==> src/rtl/router_pkg.sv <==
// router_pkg: shared FSM encoding and header field layout
// for the 1x3 router egress path.
package router_pkg;

  localparam int NUM_PORTS = 3;
  localparam int LEN_MSB   = 7;
  localparam int LEN_LSB   = 2;
  localparam int ADDR_MSB  = 1;
  localparam int LEN_W     = LEN_MSB - LEN_LSB + 1;
  localparam int CNT_W     = LEN_W + 1;

  typedef enum logic [1:0] {
    IDLE,
    HDR,
    BODY,
    DRAIN
  } sched_state_e;

  function automatic logic [LEN_W-1:0] hdr_len(
    input logic [7:0] h
  );
    return h[LEN_MSB:LEN_LSB];
  endfunction

  function automatic logic [ADDR_MSB:0] hdr_addr(
    input logic [7:0] h
  );
    return h[ADDR_MSB:0];
  endfunction

  function automatic logic [1:0] rr_next(
    input logic [1:0] p
  );
    return (p >= 2'd2) ? 2'd0 : p + 2'd1;
  endfunction

endpackage

==> src/rtl/router_egress_sched_if.sv <==
// router_egress_sched_if: 8-bit ready/valid egress stream
// with packet framing and parity-error sideband.
interface router_egress_sched_if #(
  parameter int DW = 8
);

  logic [DW-1:0] egress_data;
  logic          egress_valid;
  logic          egress_ready;
  logic          egress_sop;
  logic          egress_eop;
  logic [1:0]    egress_port;
  logic          egress_err;

  modport master (
    output egress_data,
    output egress_valid,
    output egress_sop,
    output egress_eop,
    output egress_port,
    output egress_err,
    input  egress_ready
  );

  modport slave (
    input  egress_data,
    input  egress_valid,
    input  egress_sop,
    input  egress_eop,
    input  egress_port,
    input  egress_err,
    output egress_ready
  );

endinterface

==> src/rtl/router_rr_arb3.sv <==
// router_rr_arb3: combinational 3-way round-robin grant,
// searching upward from the pointer with wrap.
module router_rr_arb3
  import router_pkg::*;
(
  input  logic [NUM_PORTS-1:0] req,
  input  logic [1:0]           ptr,
  output logic [NUM_PORTS-1:0] gnt,
  output logic [1:0]           gnt_idx,
  output logic                 gnt_vld
);

  logic [1:0] c0;
  logic [1:0] c1;
  logic [1:0] c2;

  always_comb begin
    c0      = (ptr > 2'd2) ? 2'd0 : ptr;
    c1      = rr_next(c0);
    c2      = rr_next(c1);
    gnt     = '0;
    gnt_idx = 2'd0;
    gnt_vld = 1'b0;
    if (req[c0]) begin
      gnt_idx = c0;
      gnt_vld = 1'b1;
    end else if (req[c1]) begin
      gnt_idx = c1;
      gnt_vld = 1'b1;
    end else if (req[c2]) begin
      gnt_idx = c2;
      gnt_vld = 1'b1;
    end
    if (gnt_vld) begin
      gnt[gnt_idx] = 1'b1;
    end
  end

endmodule

==> src/rtl/router_egress_sched.sv <==
// router_egress_sched: drains whole packets from the three
// output FIFOs onto one egress stream, checking parity.
module router_egress_sched
  import router_pkg::*;
#(
  parameter int DATA_WIDTH = 8,
  parameter int RR_INIT    = 0
) (
  input  logic                  clk,
  input  logic                  resetn,
  input  logic                  vldout_0,
  input  logic                  vldout_1,
  input  logic                  vldout_2,
  input  logic [DATA_WIDTH-1:0] data_out_0,
  input  logic [DATA_WIDTH-1:0] data_out_1,
  input  logic [DATA_WIDTH-1:0] data_out_2,
  output logic                  read_enb_0,
  output logic                  read_enb_1,
  output logic                  read_enb_2,
  output logic                  sched_busy,
  router_egress_sched_if.master eg
);

  sched_state_e state_q, state_d;

  logic [1:0]            ptr_q, ptr_d;
  logic [1:0]            gnt_q, gnt_d;
  logic [NUM_PORTS-1:0]  goh_q, goh_d;
  logic                  hdr_rd_q, hdr_rd_d;
  logic [CNT_W-1:0]      left_q, left_d;
  logic [7:0]            acc_q, acc_d;
  logic                  vld_q, vld_d;
  logic                  sop_q, sop_d;
  logic                  eop_q, eop_d;
  logic [1:0]            port_q, port_d;

  logic [NUM_PORTS-1:0]  vld_vec;
  logic [NUM_PORTS-1:0]  arb_gnt;
  logic [1:0]            arb_idx;
  logic                  arb_vld;
  logic [DATA_WIDTH-1:0] cur_data;
  logic                  cur_vld;
  logic                  accept;
  logic                  can_adv;
  logic [LEN_W-1:0]      len;
  logic                  more;
  logic                  last;
  logic                  is_hdr;
  logic                  rd_go;

  assign vld_vec = {vldout_2, vldout_1, vldout_0};

  router_rr_arb3 u_arb (
    .req     (vld_vec),
    .ptr     (ptr_q),
    .gnt     (arb_gnt),
    .gnt_idx (arb_idx),
    .gnt_vld (arb_vld)
  );

  always_comb begin
    unique case (1'b1)
      goh_q[1]: cur_data = data_out_1;
      goh_q[2]: cur_data = data_out_2;
      default:  cur_data = data_out_0;
    endcase
  end

  assign cur_vld = |(vld_vec & goh_q);
  assign accept  = vld_q && eg.egress_ready;
  assign can_adv = !vld_q || eg.egress_ready;
  assign len     = hdr_len(cur_data);

  // What the next read would be: header, last byte, or none.
  always_comb begin
    more   = 1'b0;
    last   = 1'b0;
    is_hdr = 1'b0;
    unique case (state_q)
      HDR: begin
        more   = 1'b1;
        is_hdr = !hdr_rd_q;
        last   = hdr_rd_q && (len == '0);
      end
      BODY: begin
        more = (left_q != '0);
        last = (left_q == CNT_W'(1));
      end
      default: ;
    endcase
    rd_go = more && cur_vld && can_adv;
  end

  always_comb begin
    state_d  = state_q;
    ptr_d    = ptr_q;
    gnt_d    = gnt_q;
    goh_d    = goh_q;
    hdr_rd_d = hdr_rd_q;
    left_d   = left_q;
    unique case (state_q)
      IDLE: begin
        hdr_rd_d = 1'b0;
        if (arb_vld) begin
          gnt_d   = arb_idx;
          goh_d   = arb_gnt;
          state_d = HDR;
        end
      end
      HDR: begin
        if (!hdr_rd_q) begin
          hdr_rd_d = rd_go;
        end else begin
          // header is on data_out: L payload bytes + parity
          left_d = {1'b0, len} + CNT_W'(1)
                 - CNT_W'(rd_go);
          state_d = (last && rd_go) ? DRAIN : BODY;
        end
      end
      BODY: begin
        if (rd_go) begin
          left_d = left_q - CNT_W'(1);
          if (last) begin
            state_d = DRAIN;
          end
        end
      end
      DRAIN: begin
        if (accept && eop_q) begin
          ptr_d   = rr_next(gnt_q);
          state_d = IDLE;
        end
      end
      default: state_d = IDLE;
    endcase
  end

  always_comb begin
    vld_d  = vld_q;
    sop_d  = sop_q;
    eop_d  = eop_q;
    port_d = port_q;
    acc_d  = acc_q;
    if (rd_go) begin
      vld_d  = 1'b1;
      sop_d  = is_hdr;
      eop_d  = last;
      port_d = gnt_q;
    end else if (accept) begin
      vld_d = 1'b0;
      sop_d = 1'b0;
      eop_d = 1'b0;
    end
    if (state_q == IDLE) begin
      acc_d = '0;
    end else if (accept && !eop_q) begin
      acc_d = acc_q ^ cur_data[7:0];
    end
  end

  always_ff @(posedge clk or negedge resetn) begin
    if (!resetn) begin
      state_q  <= IDLE;
      ptr_q    <= 2'(RR_INIT);
      gnt_q    <= 2'd0;
      goh_q    <= '0;
      hdr_rd_q <= 1'b0;
      left_q   <= '0;
      acc_q    <= '0;
      vld_q    <= 1'b0;
      sop_q    <= 1'b0;
      eop_q    <= 1'b0;
      port_q   <= 2'd0;
    end else begin
      state_q  <= state_d;
      ptr_q    <= ptr_d;
      gnt_q    <= gnt_d;
      goh_q    <= goh_d;
      hdr_rd_q <= hdr_rd_d;
      left_q   <= left_d;
      acc_q    <= acc_d;
      vld_q    <= vld_d;
      sop_q    <= sop_d;
      eop_q    <= eop_d;
      port_q   <= port_d;
    end
  end

  assign read_enb_0 = rd_go && goh_q[0];
  assign read_enb_1 = rd_go && goh_q[1];
  assign read_enb_2 = rd_go && goh_q[2];
  assign sched_busy = (state_q != IDLE);

  assign eg.egress_data  = cur_data;
  assign eg.egress_valid = vld_q;
  assign eg.egress_sop   = sop_q;
  assign eg.egress_eop   = eop_q;
  assign eg.egress_port  = port_q;
  assign eg.egress_err   = vld_q && eop_q
                        && (acc_q != cur_data[7:0]);

  a_rd_onehot: assert property (
    @(posedge clk) disable iff (!resetn)
    $onehot0({read_enb_2, read_enb_1, read_enb_0})
  );

endmodule
==> src/flat_wrapper.sv <==
// flat-port wrapper written by rule: the top's interface ports become plain ports
module router_egress_sched_flat import router_pkg::*;
#(
  parameter int DATA_WIDTH = 8,
  parameter int RR_INIT    = 0
)
  (clk, resetn, vldout_0, vldout_1, vldout_2, data_out_0, data_out_1, data_out_2, read_enb_0, read_enb_1, read_enb_2, sched_busy, eg_egress_data, eg_egress_valid, eg_egress_sop, eg_egress_eop, eg_egress_port, eg_egress_err, eg_egress_ready);
  router_egress_sched_if eg_i ();
  input  logic clk;
  input  logic resetn;
  input  logic vldout_0;
  input  logic vldout_1;
  input  logic vldout_2;
  input  logic [DATA_WIDTH-1:0] data_out_0;
  input  logic [DATA_WIDTH-1:0] data_out_1;
  input  logic [DATA_WIDTH-1:0] data_out_2;
  output logic read_enb_0;
  output logic read_enb_1;
  output logic read_enb_2;
  output logic sched_busy;
  output wire logic [$bits(eg_i.egress_data)-1:0] eg_egress_data;
  output wire logic [$bits(eg_i.egress_valid)-1:0] eg_egress_valid;
  output wire logic [$bits(eg_i.egress_sop)-1:0] eg_egress_sop;
  output wire logic [$bits(eg_i.egress_eop)-1:0] eg_egress_eop;
  output wire logic [$bits(eg_i.egress_port)-1:0] eg_egress_port;
  output wire logic [$bits(eg_i.egress_err)-1:0] eg_egress_err;
  input wire logic [$bits(eg_i.egress_ready)-1:0] eg_egress_ready;
  assign eg_egress_data = eg_i.egress_data;
  assign eg_egress_valid = eg_i.egress_valid;
  assign eg_egress_sop = eg_i.egress_sop;
  assign eg_egress_eop = eg_i.egress_eop;
  assign eg_egress_port = eg_i.egress_port;
  assign eg_egress_err = eg_i.egress_err;
  assign eg_i.egress_ready = eg_egress_ready;
  router_egress_sched #(.DATA_WIDTH(DATA_WIDTH), .RR_INIT(RR_INIT)) u_core (.clk(clk), .resetn(resetn), .vldout_0(vldout_0), .vldout_1(vldout_1), .vldout_2(vldout_2), .data_out_0(data_out_0), .data_out_1(data_out_1), .data_out_2(data_out_2), .read_enb_0(read_enb_0), .read_enb_1(read_enb_1), .read_enb_2(read_enb_2), .sched_busy(sched_busy), .eg(eg_i));
endmodule
==> config.mk <==
export PLATFORM = sky130hd
export DESIGN_NAME = router_egress_sched_flat
export DESIGN_NICKNAME = d
export VERILOG_FILES = /design/src/rtl/router_pkg.sv /design/src/rtl/router_egress_sched_if.sv /design/src/rtl/router_rr_arb3.sv /design/src/rtl/router_egress_sched.sv /design/src/flat_wrapper.sv
export SDC_FILE = /design/constraint.sdc
export NUM_CORES = 1
export LEC_CHECK = 0
export ABC_AREA = 1
export BUFFER_PORTS_ARGS = -buffer_cell sky130_fd_sc_hd__buf_2
export CAP_MARGIN = 0
export CORE_MARGIN = 5
export CORE_UTILIZATION = 50
export CTS_CLUSTER_SIZE = 40
export DETAILED_ROUTE_END_ITERATION = 6
export PLACE_DENSITY = 0.81
export SYNTH_ARGS = -nofsm -noshare
export SYNTH_HDL_FRONTEND = slang
export SYNTH_SLANG_ARGS = --single-unit
==> constraint.sdc <==
create_clock -name clk -period 3 [get_ports clk]
set_input_delay 0.6 -clock clk [delete_from_list [all_inputs] [get_ports clk]]
set_output_delay 0.6 -clock clk [all_outputs]
set_load 0.02 [all_outputs]
==> reports/qor_table.md <==
| Quantity | Value |
|---|---|
| Share of flip-flops with an asynchronous set or reset | 100% |
| Share of the synthesized area in the top cell type | 32.1% |
| Maximum frequency from static timing analysis | 373 MHz |
| Static leakage | 1.43 nW |
| Wire length of the first global-routing pass | 9190 µm |
| Primary flip-flop cell chosen by synthesis mapping | dfrtp_1 |
| Number of H-tree levels | 2 |
| Max rail drop VDD | 0.554 mV |
| Clock slew seen by the registers of the worst setup and hold paths | 0.07 ns |
| Ratio of cells with drive above 1 in the final layout | 24.5% |
| Non-filler instance count after layout | 419 |
| Start-to-end type of the worst setup path | register to primary output |
| DRC violations left | 0 |
| Cell types with the highest counts after synthesis | nand2_1, inv_1, dfrtp_1 |
| Worst setup skew after layout | 0.00590 ns |
| Worst-margin pin slew | 0.666 ns |
| Final hold violation count | 0 |
| Gr busiest metal | met2 |
| Ratio of routed vias to standard cells | 5.12 |
| Routing usage on met3 | 4.46% |
| Power per unit of standard cell area | 1150 nW/µm² |
| Clock tree from TritonCTS | yes |
| Setup crit end kind | primary output |
| Cell variety after synth | 36 |
| Count of mapped cells out of synthesis | 315 |
| Last weighted congestion value of the routability-driven placer | 0.883 |
| Total nets after synthesis | 363 |
| Largest buffer count on any clock path | 2 |
| Unrepaired setup endpoints after global routing | no |
| Post-detailed-placement cell area | 2590 µm² |
| First-iteration detailed-routing DRC count | 108 |
| Register-to-register path setup slack | 0.33 ns |
| Most frequently used cell type in the post-synthesis netlist | nand2_1 |
| CP Launch Point | u_core.goh_q[2] |
| Root buf cell | clkbuf_8 |
| Effective utilization at floorplan | 52.6% |
| # rows | 24 |
| Warnings from Yosys | 0 |
| Data arrival time at the worst-slack endpoint | 2.08 ns |
| Sequential-to-total area share from yosys stat | 32.1% |
| Startpoint Class | register |
| Final min period | 2.68 ns |
| Setup TNS after final layout | 0 ns |
| Number of endpoints failing setup at the final stage | 0 |
| Yosys reg bits | 30 |
| Final Net Count | 414 |
| Global routing usage on met2 | 31.1% |
| R2R depth | 20 |
| Total of max-cap violations | 0 |
| Cells after DPL | 409 |
| Remaining antenna violation count after routing | 0 |
| Critical path peak fanout | 11 |
| Number of enable flip-flop cells after synthesis | 0 |
| Maximum number of pins on one net before global-route repair | 31 |
| GR Layer Usage met1 | 23.4% |
| Antenna diode instance count | 0 |
| Power after layout | 3.11 mW |
| Core Area | 4440 µm² |
| Average size of a mapped cell | 7.42 µm² |
| Worst EP required | 2.40 ns |
| Full die area | 6140 µm² |
| Sum of overflow across all layers after global routing | 0 |
| Number of antenna violations at the first check in global routing | 0 |
| Synth area leader | dfrtp_1 |
| Mapped cell area | 2340 µm² |
| Number of max-slew violations in the final report | 0 |
| Launch instance of the worst register-to-register path | u_core.left_q[0] |
| I/O pins | 48 |
| CTS buffer count | 5 |
| Die Ht | 78.4 µm |
| Number of sinks handled by clock tree synthesis | 30 |
| Cell types with the largest area share after synthesis | dfrtp_1, nand2_1, ha_1 |
| Number of vias in the routed layout | 2147 |
| Max_slew headroom | 55.6% |
| Floorplan die width | 78.4 µm |
| Buffers added on ports | 47 |
| Crit share post-route | 89.4% |
| Via count of the first global-routing pass | 2079 |
| Final non-filler cell area | 2700 µm² |
| Status | finished clean |
| Global-route total usage across every layer | 18.5% |
| Relative area change from synthesis to final layout | 15.4% |
| End of the worst register-to-register path | u_core.left_q[5] |
| Worst min path class | input port to async pin |
| Drt pass-1 iters | 4 |
| Post-CTS Hold Fix Bufs | 0 |
| Clk Latency, worst-skew pair | 0.28 ns |
| Total detailed-routing wirelength | 5350 µm |
| Routed wire per std cell | 12.8 µm |
| Placed wire-length estimate after detailed placement | 4230 µm |
==> flip-flops by register name, indices dropped and copies added (netlist names) <==
| name | cells |
|---|---|
| u_core.eg.egress_valid | 1 |
| u_core.gnt_q | 2 |
| u_core.eg.egress_port | 2 |
| u_core.ptr_q | 2 |
| u_core.goh_q | 3 |
| u_core.state_q | 2 |
| u_core.eg.egress_eop | 1 |
| u_core.left_q | 7 |
| u_core.hdr_rd_q | 1 |
| u_core.acc_q | 8 |
| u_core.eg.egress_sop | 1 |
==> power breakdown <==
group,switching [mW],internal [mW]
clock network,0.157,0.184
registers,0.151,0.560
logic,1.30,0.756
==> what timing repair did <==
item,4_1_cts,5_1_grt
buffers inserted,0,2
endpoints found under the hold margin,0,0
gates resized for setup,0,1
endpoints found under the setup margin,0,1
==> layout make-up <==
class / instances / area (µm²)
well taps: 52 / 65.1
inverters: 53 / 200
flip-flops and latches: 30 / 751
clock buffers: 6 / 82.6
multi-input cells: 226 / 1330
clock inverters: 2 / 12.5
repair buffers: 50 / 258
fillers: 398 / 1750
==> through the flow <==
step           hold WS (ns)  utilization [%]  worst slack, ns
3_5_place_dp          0.484             58.2            0.202
4_1_cts               0.364             60.4            0.187
2_1_floorplan         0.304                -            0.360
6_report              0.344             60.7            0.317
5_1_grt               0.388             60.7           0.0830
3_3_place_gp          0.487             58.2            0.369
==> cells by family after synthesis <==
kind of cell             Yosys count  share of synthesized area [%]
AO/OA/AOI/OAI                     56                           14.7
XOR/XNOR                           9                           3.37
adder cells (fa/ha/maj)           18                           9.64
buffers and inverters             59                           11.0
flip-flops                        30                           32.1
AND/OR/NAND/NOR                  143                           29.2
==> routing by layer <==
metal	share of wire, %	vias up
li1	-	1116
met1	46	970
met2	48	52
met3	4.8	9
met4	1.9	0
met5	0	-
==> worst max-delay path, cell delays in order (launching register included) <==
cell	delay, ns
dfrtp_1	0.55
nor2_4	0.29
nand2_1	0.07
and3_1	0.21
xor2_1	0.23
nand2_1	0.09
nor2_1	0.12
a21oi_1	0.08
buf_2	0.16
==> placed cells by master (no fill, tap or decap), types with 2 or more instances in the layout <==
cell type  count
o22ai_1       10
ha_1          18
inv_2          5
nand3_1       20
nand2_2        8
clkbuf_8       6
and3_1         4
buf_2         47
nand4_1        5
clkinv_2       2
a22o_1         2
nand2_4        2
buf_4          3
a21oi_1        6
nor2_1        17
nand2_1       78
a21oi_2        2
o21ai_0       22
xor2_1         9
dfrtp_1       30
nand3_2        2
o21ai_2        6
inv_1         46
o21ai_1        4
==> worst max-delay path by stage <==
| stage | slack, ns | depth (start not counted) | endpoint |
|---|---|---|---|
| 2_1_floorplan | 0.36 | 21 | u_core.left_q[5] |
| 3_3_place_gp | 0.37 | 20 | u_core.left_q[5] |
| 3_5_place_dp | 0.20 | 20 | u_core.left_q[5] |
| 4_1_cts | 0.19 | 20 | u_core.left_q[5] |
| 5_1_grt | 0.08 | 20 | u_core.left_q[5] |
| 6_report | 0.32 | 8 | eg_egress_err |
(Power assumes the default switching activity.)
